File: config.mk
export PLATFORM = sky130hd
export DESIGN_NAME = nibble_serial_add_ctrl
export DESIGN_NICKNAME = d
export VERILOG_FILES = /design/src/rtl/nibble_serial_add_ctrl.sv
export SDC_FILE = /design/constraint.sdc
export NUM_CORES = 1
export LEC_CHECK = 0
export BUFFER_PORTS_ARGS = -buffer_cell sky130_fd_sc_hd__buf_2
export CORE_ASPECT_RATIO = 0.5
export CORE_MARGIN = 2
export CORE_UTILIZATION = 51
export DETAILED_ROUTE_END_ITERATION = 8
export PLACE_DENSITY = 0.79
export SYNTH_ARGS = -nofsm -noshare
export SYNTH_HDL_FRONTEND = slang
export SYNTH_SLANG_ARGS = --single-unit
File: constraint.sdc
create_clock -name clk -period 1.9 [get_ports clk]
set_clock_uncertainty 0.1 [all_clocks]
set_input_delay 0.285 -clock clk [delete_from_list [all_inputs] [get_ports clk]]
set_output_delay 0.285 -clock clk [all_outputs]
set_load 0.02 [all_outputs]
File: src/rtl/nibble_serial_add_ctrl.sv
// Nibble-serial wide adder controller: streams operand nibbles LSB-first through an
// external combinational 4-bit adder slice, chains its carry and assembles the sum.
module nibble_serial_add_ctrl #(
  parameter int WIDTH = 16
) (
  input  logic             clk,
  input  logic             rst_n,
  input  logic             in_valid,
  output logic             in_ready,
  input  logic [WIDTH-1:0] in_a,
  input  logic [WIDTH-1:0] in_b,
  input  logic             in_cin,
  output logic [3:0]       slc_a,
  output logic [3:0]       slc_b,
  output logic             slc_cin,
  input  logic [3:0]       slc_sum,
  input  logic             slc_cout,
  output logic             out_valid,
  input  logic             out_ready,
  output logic [WIDTH-1:0] out_sum,
  output logic             out_cout,
  output logic             busy
);

  localparam int NSLICE = WIDTH / 4;
  localparam int CNT_W  = (NSLICE > 1) ? $clog2(NSLICE) : 1;
  localparam logic [CNT_W-1:0] LAST_NIB = CNT_W'(NSLICE - 1);

  generate
    if ((WIDTH % 4) != 0 || WIDTH < 4) begin : g_bad_width
      $error("nibble_serial_add_ctrl: WIDTH must be a multiple of 4 and at least 4");
    end
  endgenerate

  typedef enum logic [1:0] {
    S_IDLE = 2'd0,
    S_RUN  = 2'd1,
    S_DONE = 2'd2
  } state_t;

  state_t r_state;
  state_t w_next;

  // Operands and result viewed as nibble arrays so the counter indexes them directly.
  logic [NSLICE-1:0][3:0] r_a;
  logic [NSLICE-1:0][3:0] r_b;
  logic [NSLICE-1:0][3:0] r_res;
  logic                   r_carry;
  logic [CNT_W-1:0]       r_cnt;

  logic w_accept;
  logic w_step;

  // NOTE: sequential state uses non-blocking assignments so every flop samples pre-edge values.
  always_ff @(posedge clk or negedge rst_n) begin
    if (!rst_n) begin
      r_state <= S_IDLE;
    end else begin
      r_state <= w_next;
    end
  end

  // NOTE: every output of this block gets a default first, so no path can infer a latch.
  always_comb begin
    w_next    = r_state;
    w_accept  = 1'b0;
    w_step    = 1'b0;
    in_ready  = 1'b0;
    out_valid = 1'b0;
    busy      = 1'b0;
    slc_a     = 4'h0;
    slc_b     = 4'h0;
    slc_cin   = 1'b0;
    case (r_state)
      S_IDLE: begin
        in_ready = 1'b1;
        if (in_valid) begin
          w_accept = 1'b1;
          w_next   = S_RUN;
        end
      end
      S_RUN: begin
        busy    = 1'b1;
        w_step  = 1'b1;
        slc_a   = r_a[r_cnt];
        slc_b   = r_b[r_cnt];
        slc_cin = r_carry;
        if (r_cnt == LAST_NIB) begin
          w_next = S_DONE;
        end
      end
      S_DONE: begin
        busy      = 1'b1;
        out_valid = 1'b1;
        if (out_ready) begin
          w_next = S_IDLE;
        end
      end
      default: begin
        w_next = S_IDLE;
      end
    endcase
  end

  // NOTE: operand/result storage is reset because out_sum exposes it and must read 0 after reset.
  always_ff @(posedge clk or negedge rst_n) begin
    if (!rst_n) begin
      r_a     <= '0;
      r_b     <= '0;
      r_res   <= '0;
      r_carry <= 1'b0;
      r_cnt   <= '0;
    end else if (w_accept) begin
      r_a     <= in_a;
      r_b     <= in_b;
      r_carry <= in_cin;
      r_cnt   <= '0;
    end else if (w_step) begin
      r_res[r_cnt] <= slc_sum;
      r_carry      <= slc_cout;
      r_cnt        <= (r_cnt == LAST_NIB) ? '0 : r_cnt + 1'b1;
    end
  end

  // Result and carry only change in RUN, so they are frozen while DONE waits on out_ready.
  assign out_sum  = r_res;
  assign out_cout = r_carry;

endmodule

# After elaboration in Yosys (flattened, before gate mapping)
# Index checks and enable logic that the tools add are counted.
dict set report totals {
  register_bits 53
  inputBits 42
  out_inout_bits 29
}
dict set report classes {
  n_addsub 1
  n_lt_le_gt_ge 2
  eq_ne 6
  muxes 25
  bitwise_logic 1
  n_reduce_logical 6
}
# op n
set op_table {}
lappend op_table {{4-bit two-way mux} 5}
lappend op_table {{4-bit binary-select mux with 2-bit select} 2}
lappend op_table {{16-bit bitwise mux} 1}
lappend op_table {{2-bit two-way mux} 6}
lappend op_table {{1-bit two-way mux} 9}
lappend op_table {{4-bit demux with 2-bit select} 1}
lappend op_table {{2-bit inequality test, second input constant} 3}
lappend op_table {{2-bit case mux with 3 select lines} 1}
lappend op_table {{2-bit == test, second input constant} 2}
lappend op_table {{2-bit by 3-bit less-than comparator with 1-bit output, second input constant} 1}
lappend op_table {{3-bit AND reduction} 1}
lappend op_table {{2-bit by 1-bit adder with 2-bit output, second input constant} 1}
lappend op_table {{2-bit by 1-bit == test with 1-bit output, second input constant} 1}
lappend op_table {{2-bit by 1-bit >= comparator with 1-bit output, second input constant} 1}
lappend op_table {{2-bit logical NOT} 1}
lappend op_table {{2-bit AND reduction} 1}
lappend op_table {{2-bit nonzero test} 1}
lappend op_table {{2-bit OR reduction} 1}
lappend op_table {{1-bit logical AND} 1}
lappend op_table {{1-bit NOT} 1}

# Logic depth before layout (Yosys ltp)
# Gate-level depths: netlist of run 1.
dict set report depth {
  depth_word 5
  depth_mapped 6
  ltp_nobuf 5
}

# Worst setup path before layout of run 1
# OpenSTA, ideal clock, no wires.
dict set report synth_path {
  path_type {reg2reg}
  from {register r_state[0]}
  to {register r_state[0]}
  setup_time_ns 0.125
  arrival_time_ns 1.538
  slack_ns 0.138
  path_stages_with_launch 5
  path_buffers 0
  synth_period_minus_slack_ns 1.762
  cell_sequence {dfrtp_1 inv_1 ha_1 a222oi_1 mux2_2}
}
dict set report synth_via {
  elab_chain_cells 3
  word_cells_on_any_way 8
  cone_classes {eq/ne (5); mux (1); reduce/logical (2)}
}
# element line
set synth_lines {}
lappend synth_lines {{start, declared} 41} ;# state_t r_state;
lappend synth_lines {{start signal, assigned} 59} ;# r_state <= w_next;
lappend synth_lines {{2-bit by 1-bit == test with 1-bit output, or another cell as far along} 74} ;# case (r_state)
lappend synth_lines {{2-bit inequality test (no source line)} -}
lappend synth_lines {{3-bit AND reduction (no source line)} -}
# Several ways; a longest one is shown, not always the timed one.
# A chain may end at the register's enable or synchronous reset.

# Worst setup path in the final report of run 1
dict set report layout_path {
  from {register r_cnt[0]}
  to {output port slc_b[2]}
}
dict set report layout_via {
  elab_chain_cells 3
}
# element line
set layout_lines {}
lappend layout_lines {{start, declared} 49} ;# logic [CNT_W-1:0] r_cnt;
lappend layout_lines {{start signal, assigned} 121} ;# r_cnt <= (r_cnt == LAST_NIB) ? '0 : r_cnt + 1'b1;
lappend layout_lines {{4-bit binary-select mux with 2-bit select} 86} ;# slc_b = r_b[r_cnt];
lappend layout_lines {{4-bit two-way mux (not written as such)} 86}
lappend layout_lines {{4-bit two-way mux} 74}
lappend layout_lines {{end, declared} 14} ;# output logic [3:0] slc_b,
# Every way passes these cells. The select of a mux whose other input is x is not followed.

==> flow_metrics.env, run 1 <==
export IMPL_outcome="finished, violations left"
export IMPL_violations="setup timing"
export IMPL_synth_top_family_by_area="multiplexers"
export IMPL_setup_tns_ns=-0.933
export IMPL_gpl_final_weighted_congestion=0.720
export IMPL_grt_max_degree=54
export IMPL_fin_crit_sh_pct=107
export IMPL_setup_viol=8
export IMPL_finalHoldViolations=0
export IMPL_ys_ff_latch=53
export IMPL_antenna_found_initial=0
export IMPL_grt_pass1_wl_um=7310
export IMPL_r2r_setup_slack_ns=0.09
export IMPL_path_common_cell="buf_6"
export IMPL_synth_seq_area_share_pct=55.7
export IMPL_slew_viol_final=0
export IMPL_io_pins=71
export IMPL_grt_pass1_vias=1587
export IMPL_cts_sinks=53
export IMPL_wl_per_cell_um=15.5
export IMPL_cpPeakStageDelay_ns=0.49
export IMPL_max_freq_ghz=0.494
export IMPL_synth_simple_area_share_pct=3.63
export IMPL_synth_nets=208
export IMPL_cts_tree="built"
export IMPL_drv_cap=0
export IMPL_ant_nets=0
export IMPL_arrival_ns=1.64
export IMPL_finalPower_w=0.00533
export IMPL_wl_um=4550
export IMPL_min_period_ns=2.03
export IMPL_synth_compound_area_share_pct=1.26
export IMPL_maxSlewHeadroom_pct=70.1
export IMPL_clkSlewWorstSetupHoldPaths_ns=0.09
export IMPL_synthCells=157
export IMPL_slowest_stage="mux4_2"
export IMPL_m1WireLength_um=1940
export IMPL_numCtsBuffers=5
export IMPL_track_usage_pct=18.8
export IMPL_synthAdderAreaFrac_pct=4.73
export IMPL_synthMuxAreaShare_pct=32.1
export IMPL_min_path_type="in -> reg"
export IMPL_ctsRootBufferMaster="clkbuf_8"
export IMPL_die_height_um=52.3
export IMPL_syn_to_final_growth_pct=28.5
export IMPL_drive_above_1_share_pct=65.8
export IMPL_coreArea_sq_mm=0.00445
export IMPL_syn_area_sq_mm=0.00238
export IMPL_dr_wl_met3_um=191
export IMPL_worst_slack_ns=-0.126
export IMPL_nets=287
export IMPL_cp_start_kind="flip-flop"
export IMPL_cts_max_level=2
export IMPL_p_leak_nw=1.44
export IMPL_syn_area_per_cell_sq_um=15.2
export IMPL_yosysUniqueCellTypes=16
export IMPL_rsz0062_at_grt="true"
export IMPL_drc=0
export IMPL_vias=1516
export IMPL_synth_xor_area_share_pct=0
export IMPL_ir_drop_uv=597
export IMPL_cp_top_family="multiplexers"
export IMPL_first_iter_violations=46
export IMPL_cp_end_kind="output port"
export IMPL_dieArea_sq_mm=0.00526
export IMPL_start_util_pct=53.5
export IMPL_worstPathCellList="buf_6 -> mux4_2 -> and2_4 -> buf_6"
export IMPL_viasPerCell=5.16
export IMPL_antenna_cells=0
export IMPL_worstPathRequired_ns=1.51
export IMPL_dieWidth_um=101
export IMPL_worstMarginPinSlew_ns=0.448
export IMPL_grt_ovfl_total=0
export IMPL_wl_met2_um=2360
export IMPL_p_per_area_mw_per_mm2=1740
export IMPL_io_buffers=70
export IMPL_routed_top_layer="met4"
export IMPL_cp_buffers_inverters=2
export IMPL_core_rowCount=17
export IMPL_yosysWarningCount=0
export IMPL_clock_path_buffers=2
export IMPL_critPathKind="reg -> out"
export IMPL_path_max_fanout=4
export IMPL_dp_hpwl_um=3170
export IMPL_clkLatencyLatePin_ns=0.30
export IMPL_first_pass_iters=4
[layer usage]
metal | GRT usage (%) | vias up
met3 | 5.47 | 8
met1 | 23.2 | 769
met5 | 0 | -
li1 | - | 707
met2 | 32.0 | 32
met4 | 7.08 | 0
[state kept, by name, summed over array words and instances (netlist names)]
signal / count
r_b: 16
r_a: 16
r_cnt: 2
out_cout: 1
out_sum: 16
r_state: 2
[path summary, 6_finish.rpt]
| check | endpoint | start | cells after the start |
|---|---|---|---|
| setup / recovery | slc_b[2] | r_cnt[0]$_DFFE_PN0P_ | 4 |
| hold / removal | r_b[8]$_DFFE_PN0N_ | in_b[8] | 2 |
| setup reg to reg | r_state[1]$_DFFE_PN0P_ | r_cnt[0]$_DFFE_PN0P_ | 5 |
| hold reg to reg | out_sum[10]$_DFFE_PN0P_ | out_sum[10]$_DFFE_PN0P_ | 1 |
| max in group asynchronous | out_sum[6]$_DFFE_PN0P_ | rst_n | 3 |
| min in group asynchronous | r_a[7]$_DFFE_PN0N_ | rst_n | 3 |
[layout by cell type, fill, tap and decap left out, drive strengths merged]
cell type,count
nor3b,1
nor2,1
clkinv,1
nand2,5
a222oi,1
a21oi,4
and2,9
buf,77
ha,9
clkbuf,7
dlygate4sd3,1
dfrtp,53
mux4,8
mux2,50
inv,8
mux2i,2
[through the flow]
stage | cells | instance area (sq um) | hold slack (ns) | setup slack (ns) | utilization [%]
final | 294 | 3060 | 0.109 | -0.126 | 68.8
after global routing | 294 | 3060 | 0.0966 | -0.166 | 68.8
after CTS | 295 | 3060 | 0.101 | -0.137 | 68.9
after detailed placement | 285 | 2850 | 0.197 | 0.0572 | 64.1
after global placement | 285 | 2850 | 0.194 | 0.175 | 64.1
after floorplan | 157 | 2380 | -0.111 | 0.138 | -
[what timing repair did]
action                                  in CTS  in global routing
pin swaps                                    8                  1
gates cloned                                 0                  0
resized for setup                           31                  1
setup buffers                                1                  0
endpoints found under the setup margin       9                 11
hold endpoints to repair                    53                  0
hold buffers                                 1                  0
[synthesized netlist by cell type (all sizes together)]
cell    instances  area, sq um
dfrtp          53         1330
mux2           50          563
and2            9         56.3
ha              9          113
inv             8         30.0
mux4            8          180
buf             5         27.5
nand2           5         18.8
a21oi           4         20.0
mux2i           2         20.0
a222oi          1         10.0
clkbuf          1         3.75
nor2            1         3.75
nor3b           1         7.51
[cell families (layout without fill, tap and decap cells)]
| group | count (synthesis) | in the layout |
|---|---|---|
| adders and majority gates | 9 | 9 |
| DFF | 53 | 53 |
| muxes | 60 | 60 |
| buffers and inverters | 14 | 94 |
| and+or+nand+nor | 16 | 16 |
| AOI/OAI and AO/OA | 5 | 5 |
[area by class of cell]
| class | instances | area, sq um |
|---|---|---|
| Inverter | 8 | 30.0 |
| Clock buffer | 7 | 96.3 |
| Clock inverter | 1 | 5.00 |
| Sequential cell | 53 | 1330 |
| Multi-Input combinational cell | 90 | 1030 |
| Timing Repair Buffer | 78 | 499 |
| Fill cell | 317 | 1390 |
| Tap cell | 57 | 71.3 |
[worst reg2reg max path: cells and delay by family, from the launching register on]
family / cells / cell delay (ns)
flip-flops: 1 / 0.42
adder cells (fa/ha/maj): 1 / 0.15
AO/OA/AOI/OAI: 1 / 0.43
buffers and inverters: 2 / 0.22
multiplexers: 1 / 0.39
[power by group]
group	switching, W	internal [W]	total, W
logic	0.00120	0.00145	0.00266
registers	0.000289	0.00170	0.00199
clock network	0.000348	0.000330	0.000677
No activity file was read; power rests on OpenSTA's default activity.
==> run 2: changes to the inputs <==
Settings changed: TNS_END_PERCENT set to 1.
==> run 2 against run 1 <==
  * The flow still finishes with violations (setup timing)
  * Clock power about the same
  * Routed wire length down 0.42%
  * Global-route usage stayed put
  * Worst hold slack improved by 0.0014 ns
  * Total power is 0.34% higher
  * Clock-buffer cell count is the same
  * Setup slack hardly changed
  * Core utilization grew 0.25 points
  * Sequential cell count stayed put
  * Non-clock buffer count increased by 1
  * Critical path type unchanged
  * Critical endpoint unchanged
  * Largest power group unchanged
==> flow_metrics.env, run 2 (synthesized netlist as in run 1, its figures left out) <==
export IMPL_holdCritStartpoint="in_b[8]"
export IMPL_start_util_pct=53.5
export IMPL_regArea_sq_mm=0.00133
export IMPL_clkLatencyLatePin_ns=0.30
export IMPL_wl_um=4530
export IMPL_clkSlewWorstSetupHoldPaths_ns=0.09
export IMPL_cpPeakStageDelay_ns=0.49
export IMPL_worstPathRequired_ns=1.51
export IMPL_final_cells=295
export IMPL_worstMarginPinSlew_ns=0.448
export IMPL_num_fill_cells=317
export IMPL_worstPathCellList="buf_6 -> mux4_2 -> and2_4 -> buf_6"
export IMPL_dieWidth_um=101
export IMPL_arrival_ns=1.64
export IMPL_mostFrequentLayoutCell="buf_2"
export IMPL_io_buffers=70
export IMPL_worst_slack_ns=-0.126
export IMPL_design_area_sq_mm=0.00307
export IMPL_violations="setup timing"
export IMPL_whs_ns=0.110
export IMPL_dp_hpwl_um=3170
export IMPL_nets=288
export IMPL_setup_tns_ns=-0.939
export IMPL_dp_cells=285
export IMPL_p_leak_nw=1.44
export IMPL_antenna_cells=0
export IMPL_finalHoldViolations=0
export IMPL_setup_viol=8
export IMPL_grt_max_degree=54
export IMPL_wl_per_cell_um=15.4
export IMPL_gpl_final_weighted_congestion=0.720
export IMPL_slowest_stage="mux4_2"
export IMPL_r2r_start="r_cnt[0]$_DFFE_PN0P_"
export IMPL_path_max_fanout=4
export IMPL_critPathLaunch="r_cnt[0]$_DFFE_PN0P_"
export IMPL_core_rowCount=17
export IMPL_rsz0062_at_grt="true"
export IMPL_final_cell_mix="62 x buf_2, 53 x dfrtp_1, 50 x mux2_2, 12 x buf_6"
export IMPL_track_usage_pct=18.8
export IMPL_viasPerCell=5.16
export IMPL_grt_pass1_wl_um=7310
export IMPL_outcome="finished, violations left"
export IMPL_ir_drop_uv=596
export IMPL_dieArea_sq_mm=0.00526
export IMPL_cts_tree="built"
export IMPL_min_path_type="in -> reg"
export IMPL_io_pins=71
export IMPL_path_common_cell="buf_6"
export IMPL_vias=1522
export IMPL_multi_input_area_sq_mm=0.00103
export IMPL_cts_max_level=2
export IMPL_postPlaceCellArea_sq_mm=0.00285
export IMPL_fin_crit_sh_pct=107
export IMPL_max_freq_ghz=0.494
export IMPL_antenna_found_initial=0
export IMPL_cts_sinks=53
export IMPL_drv_cap=0
export IMPL_drc=0
export IMPL_first_pass_iters=5
export IMPL_syn_to_final_growth_pct=29.0
export IMPL_die_height_um=52.3
export IMPL_cp_start_kind="flip-flop"
export IMPL_drive_above_1_share_pct=66.0
export IMPL_ctsRootBufferMaster="clkbuf_8"
export IMPL_critPathKind="reg -> out"
export IMPL_cp_end_kind="output port"
export IMPL_coreArea_sq_mm=0.00445
export IMPL_maxSlewHeadroom_pct=70.1
export IMPL_numCtsBuffers=5
export IMPL_p_per_area_mw_per_mm2=1740
export IMPL_grt_pass1_vias=1586
export IMPL_first_iter_violations=50
export IMPL_grt_ovfl_total=0
export IMPL_slew_viol_final=0
export IMPL_min_period_ns=2.03
export IMPL_ant_nets=0
export IMPL_clock_path_buffers=2
[run 2: changes by cell type in the layout (fill, tap and decap cells not counted)]
| cell | delta |
|---|---|
| buf_6 | +1 |
[run 2: timing repair]
item                                    CTS  global route
hold buffers                              1             0
resized for setup                        31             2
setup buffers                             1             0
endpoints found under the hold margin    53             0
cloned                                    0             0
pin swaps                                 6             2
endpoints found under the setup margin    9            11
[run 2: through the flow]
stage | setup slack (ns) | power [W] | util [%]
finish | -0.126 | 0.00534 | 69.0
global route | -0.166 | 0.00568 | 69.0
CTS | -0.142 | 0.00538 | 68.9
detailed placement | 0.0572 | 0.00443 | 64.1
global placement | 0.175 | 0.00431 | 64.1
floorplan | 0.138 | 0.00371 | -
[run 2: cell type report]
class,instances,share of cell area (%)
well taps,57,2.32
inverters,8,0.978
clock inverters,1,0.163
clock buffers,7,3.14
multi-input cells,90,33.6
flip-flops and latches,53,43.2
repair buffers,79,16.6
[run 2: worst paths after layout]
kind	endpoint	slack, ns	cells after the start
min in group asynchronous	r_a[7]$_DFFE_PN0N_	0.39	3
min reg2reg	out_sum[15]$_DFFE_PN0P_	0.41	1
min	r_b[8]$_DFFE_PN0N_	0.11	2
max	slc_b[2]	-0.13	4
max in group asynchronous	r_a[14]$_DFFE_PN0N_	1.07	3
max reg2reg	r_state[1]$_DFFE_PN0P_	0.05	6
[run 2: worst max-delay path: cells and delay by family, from the launching register on]
family	cells	cell delay, ns
muxes	1	0.49
DFF	1	0.42
buffers and inverters	2	0.27
and+or+nand+nor	1	0.15
[run 2: routing by layer]
layer / vias to the layer above / global-route usage [%] / wire length, um / share of wire (%)
met5: - / 0 / 0 / 0
met4: 0 / 7.08 / 56 / 1.2
met3: 6 / 5.47 / 192 / 4.2
met2: 33 / 32.0 / 2360 / 52
met1: 773 / 23.2 / 1920 / 42
li1: 710 / - / - / -
[run 2: power breakdown]
group	switching, W	internal (W)	total, W
Combinational	0.00120	0.00147	0.00267
Sequential	0.000290	0.00170	0.00199
Clock	0.000350	0.000330	0.000679
Total	0.00184	0.00350	0.00534
==> run 3: changes to the inputs <==
Settings changed: BUFFER_PORTS_ARGS -buffer_cell sky130_fd_sc_hd__buf_2 to -buffer_cell sky130_fd_sc_hd__clkbuf_2, CORE_ASPECT_RATIO 0.5 to 1.75, RECOVER_POWER set to 50.
==> run 3 against run 2 <==
  * Clock power shrank 9.3%
  * Cell count shrank 2.0%
  * Via count grew 1.8%
  * Core utilization shrank 0.83 points
  * Largest cell class unchanged
  * Highest routed layer unchanged
  * Setup slack lost 0.013 ns
  * Sequential cell count is the same
  * The flow still finishes with violations (setup timing)
  * Register-to-register slack is essentially flat
  * Critical path type unchanged
  * Maximum frequency shrank 0.62%
  * Non-clock buffer count is the same
==> flow_metrics.env, run 3 (synthesized netlist as in run 1, its figures left out) <==
export IMPL_outcome="finished, violations left"
export IMPL_drive_above_1_share_pct=60.9
export IMPL_drv_cap=0
export IMPL_rsz0062_at_grt="true"
export IMPL_numCtsBuffers=5
export IMPL_whs_path_depth=2
export IMPL_worstPathRequired_ns=1.51
export IMPL_final_cell_mix="53 x clkbuf_2, 53 x dfrtp_1, 50 x mux2_2, 10 x clkbuf_1, 8 x mux4_2"
export IMPL_syn_to_final_growth_pct=27.4
export IMPL_critPathKind="reg -> out"
export IMPL_ir_drop_uv=1100
export IMPL_p_per_area_mw_per_mm2=1750
export IMPL_violations="setup timing"
export IMPL_min_period_ns=2.04
export IMPL_max_freq_ghz=0.490
export IMPL_track_usage_pct=18.3
export IMPL_die_height_um=94.4
export IMPL_path_max_fanout=5
export IMPL_grt_ovfl_total=0
export IMPL_min_path_type="in -> reg"
export IMPL_nets=288
export IMPL_coreArea_sq_mm=0.00444
export IMPL_slew_viol_final=0
export IMPL_fin_crit_sh_pct=107
export IMPL_first_iter_violations=24
export IMPL_regToRegEndpoint="r_state[0]$_DFFE_PN0P_"
export IMPL_io_pins=71
export IMPL_dp_hpwl_um=3450
export IMPL_reg2reg_depth=6
export IMPL_grt_pass1_wl_um=7260
export IMPL_viasPerCell=5.36
export IMPL_cp_start_kind="flip-flop"
export IMPL_worstMarginPinSlew_ns=0.701
export IMPL_worst_slack_ns=-0.139
export IMPL_start_util_pct=53.5
export IMPL_drc=0
export IMPL_antenna_found_initial=0
export IMPL_grt_max_degree=54
export IMPL_wl_um=4720
export IMPL_arrival_ns=1.65
export IMPL_cts_tree="built"
export IMPL_dieArea_sq_mm=0.00525
export IMPL_r2r_setup_slack_ns=0.04
export IMPL_cts_max_level=2
export IMPL_antenna_cells=0
export IMPL_p_leak_nw=1.42
export IMPL_cp_end_kind="output port"
export IMPL_ctsRootBufferMaster="clkbuf_8"
export IMPL_r2r_start="r_cnt[0]$_DFFE_PN0P_"
export IMPL_gpl_final_weighted_congestion=0.735
export IMPL_finalHoldViolations=0
export IMPL_io_buffers=70
export IMPL_setup_viol=8
export IMPL_clkSlewWorstSetupHoldPaths_ns=0.10
export IMPL_dieWidth_um=55.6
export IMPL_grt_pass1_vias=1606
export IMPL_core_rowCount=32
export IMPL_wl_per_cell_um=16.3
export IMPL_whs_endpoint="r_b[11]$_DFFE_PN0N_"
export IMPL_whs_ns=0.110
export IMPL_cts_sinks=53
export IMPL_clkLatencyLatePin_ns=0.30
export IMPL_maxSlewHeadroom_pct=53.3
export IMPL_clock_path_buffers=2
export IMPL_ant_nets=0
export IMPL_vias=1550
export IMPL_finalPower_w=0.00531
export IMPL_holdCritStartpoint="in_b[11]"
export IMPL_first_pass_iters=5
export IMPL_post_route_util_pct=68.2
run 3: changes by cell type in the layout (fill, tap and decap cells not counted), sizes merged:
cell    before  now
clkinv       1    2
clkbuf       7   69
buf         78   15
run 3: timing repair:
item,CTS,global route
resized for setup,17,22
buffers inserted,1,0
pin swaps,4,3
endpoints found under the setup margin,9,11
hold buffers,1,0
endpoints found under the hold margin,53,0
run 3: final cells by class:
type / instances / area [sq um]
Sequential cell: 53 / 1330
Tap cell: 51 / 63.8
Multi-Input combinational cell: 90 / 1020
Timing Repair Buffer: 79 / 504
Clock inverter: 2 / 10.0
Inverter: 8 / 30.0
Fill cell: 337 / 1410
Clock buffer: 6 / 72.6
run 3: routing by layer:
metal  vias to the layer above  global-route usage [%]  share of wire, %
li1                        712                       -                 -
met1                       770                    19.5                36
met2                        58                    34.0                57
met3                        10                    3.42               4.6
met4                         0                    8.94               2.4
met5                         -                       0                 0
run 3: report_power, final:
part           total [W]  internal (W)  leakage (nW)  switching, W
Combinational    0.00268       0.00146         0.750       0.00122
Clock           0.000616      0.000256        0.0450      0.000359
Sequential       0.00201       0.00170         0.624      0.000306
Total            0.00531       0.00342          1.42       0.00189
run 3: how the worst max path moves through the flow:
stage                                start                     end  cells after the start
floorplan           r_state[0]$_DFFE_PN0P_  r_state[0]$_DFFE_PN0P_                      4
global placement      r_cnt[0]$_DFFE_PN0P_  r_state[1]$_DFFE_PN0P_                      5
detailed placement    r_cnt[0]$_DFFE_PN0P_  r_state[0]$_DFFE_PN0P_                      5
CTS                   r_cnt[0]$_DFFE_PN0P_                slc_a[0]                      4
global route          r_cnt[0]$_DFFE_PN0P_                slc_b[1]                      4
finish                r_cnt[0]$_DFFE_PN0P_                slc_b[1]                      4
run 3: metrics by stage:
step | std cells | setup slack (ns) | setup TNS (ns) | cell area [sq um]
after floorplan | 157 | 0.138 | 0 | 2380
after global placement | 279 | 0.160 | 0 | 2840
after detailed placement | 279 | 0.0900 | 0 | 2840
after CTS | 289 | -0.165 | -1.27 | 3000
after global routing | 289 | -0.205 | -1.60 | 3030
final | 289 | -0.139 | -1.02 | 3030
run 3: critical path, cell delays in order, from the launching register on:
cell	delay [ns]
dfrtp_1	0.42
buf_6	0.16
mux4_2	0.49
and2_4	0.16
buf_8	0.12
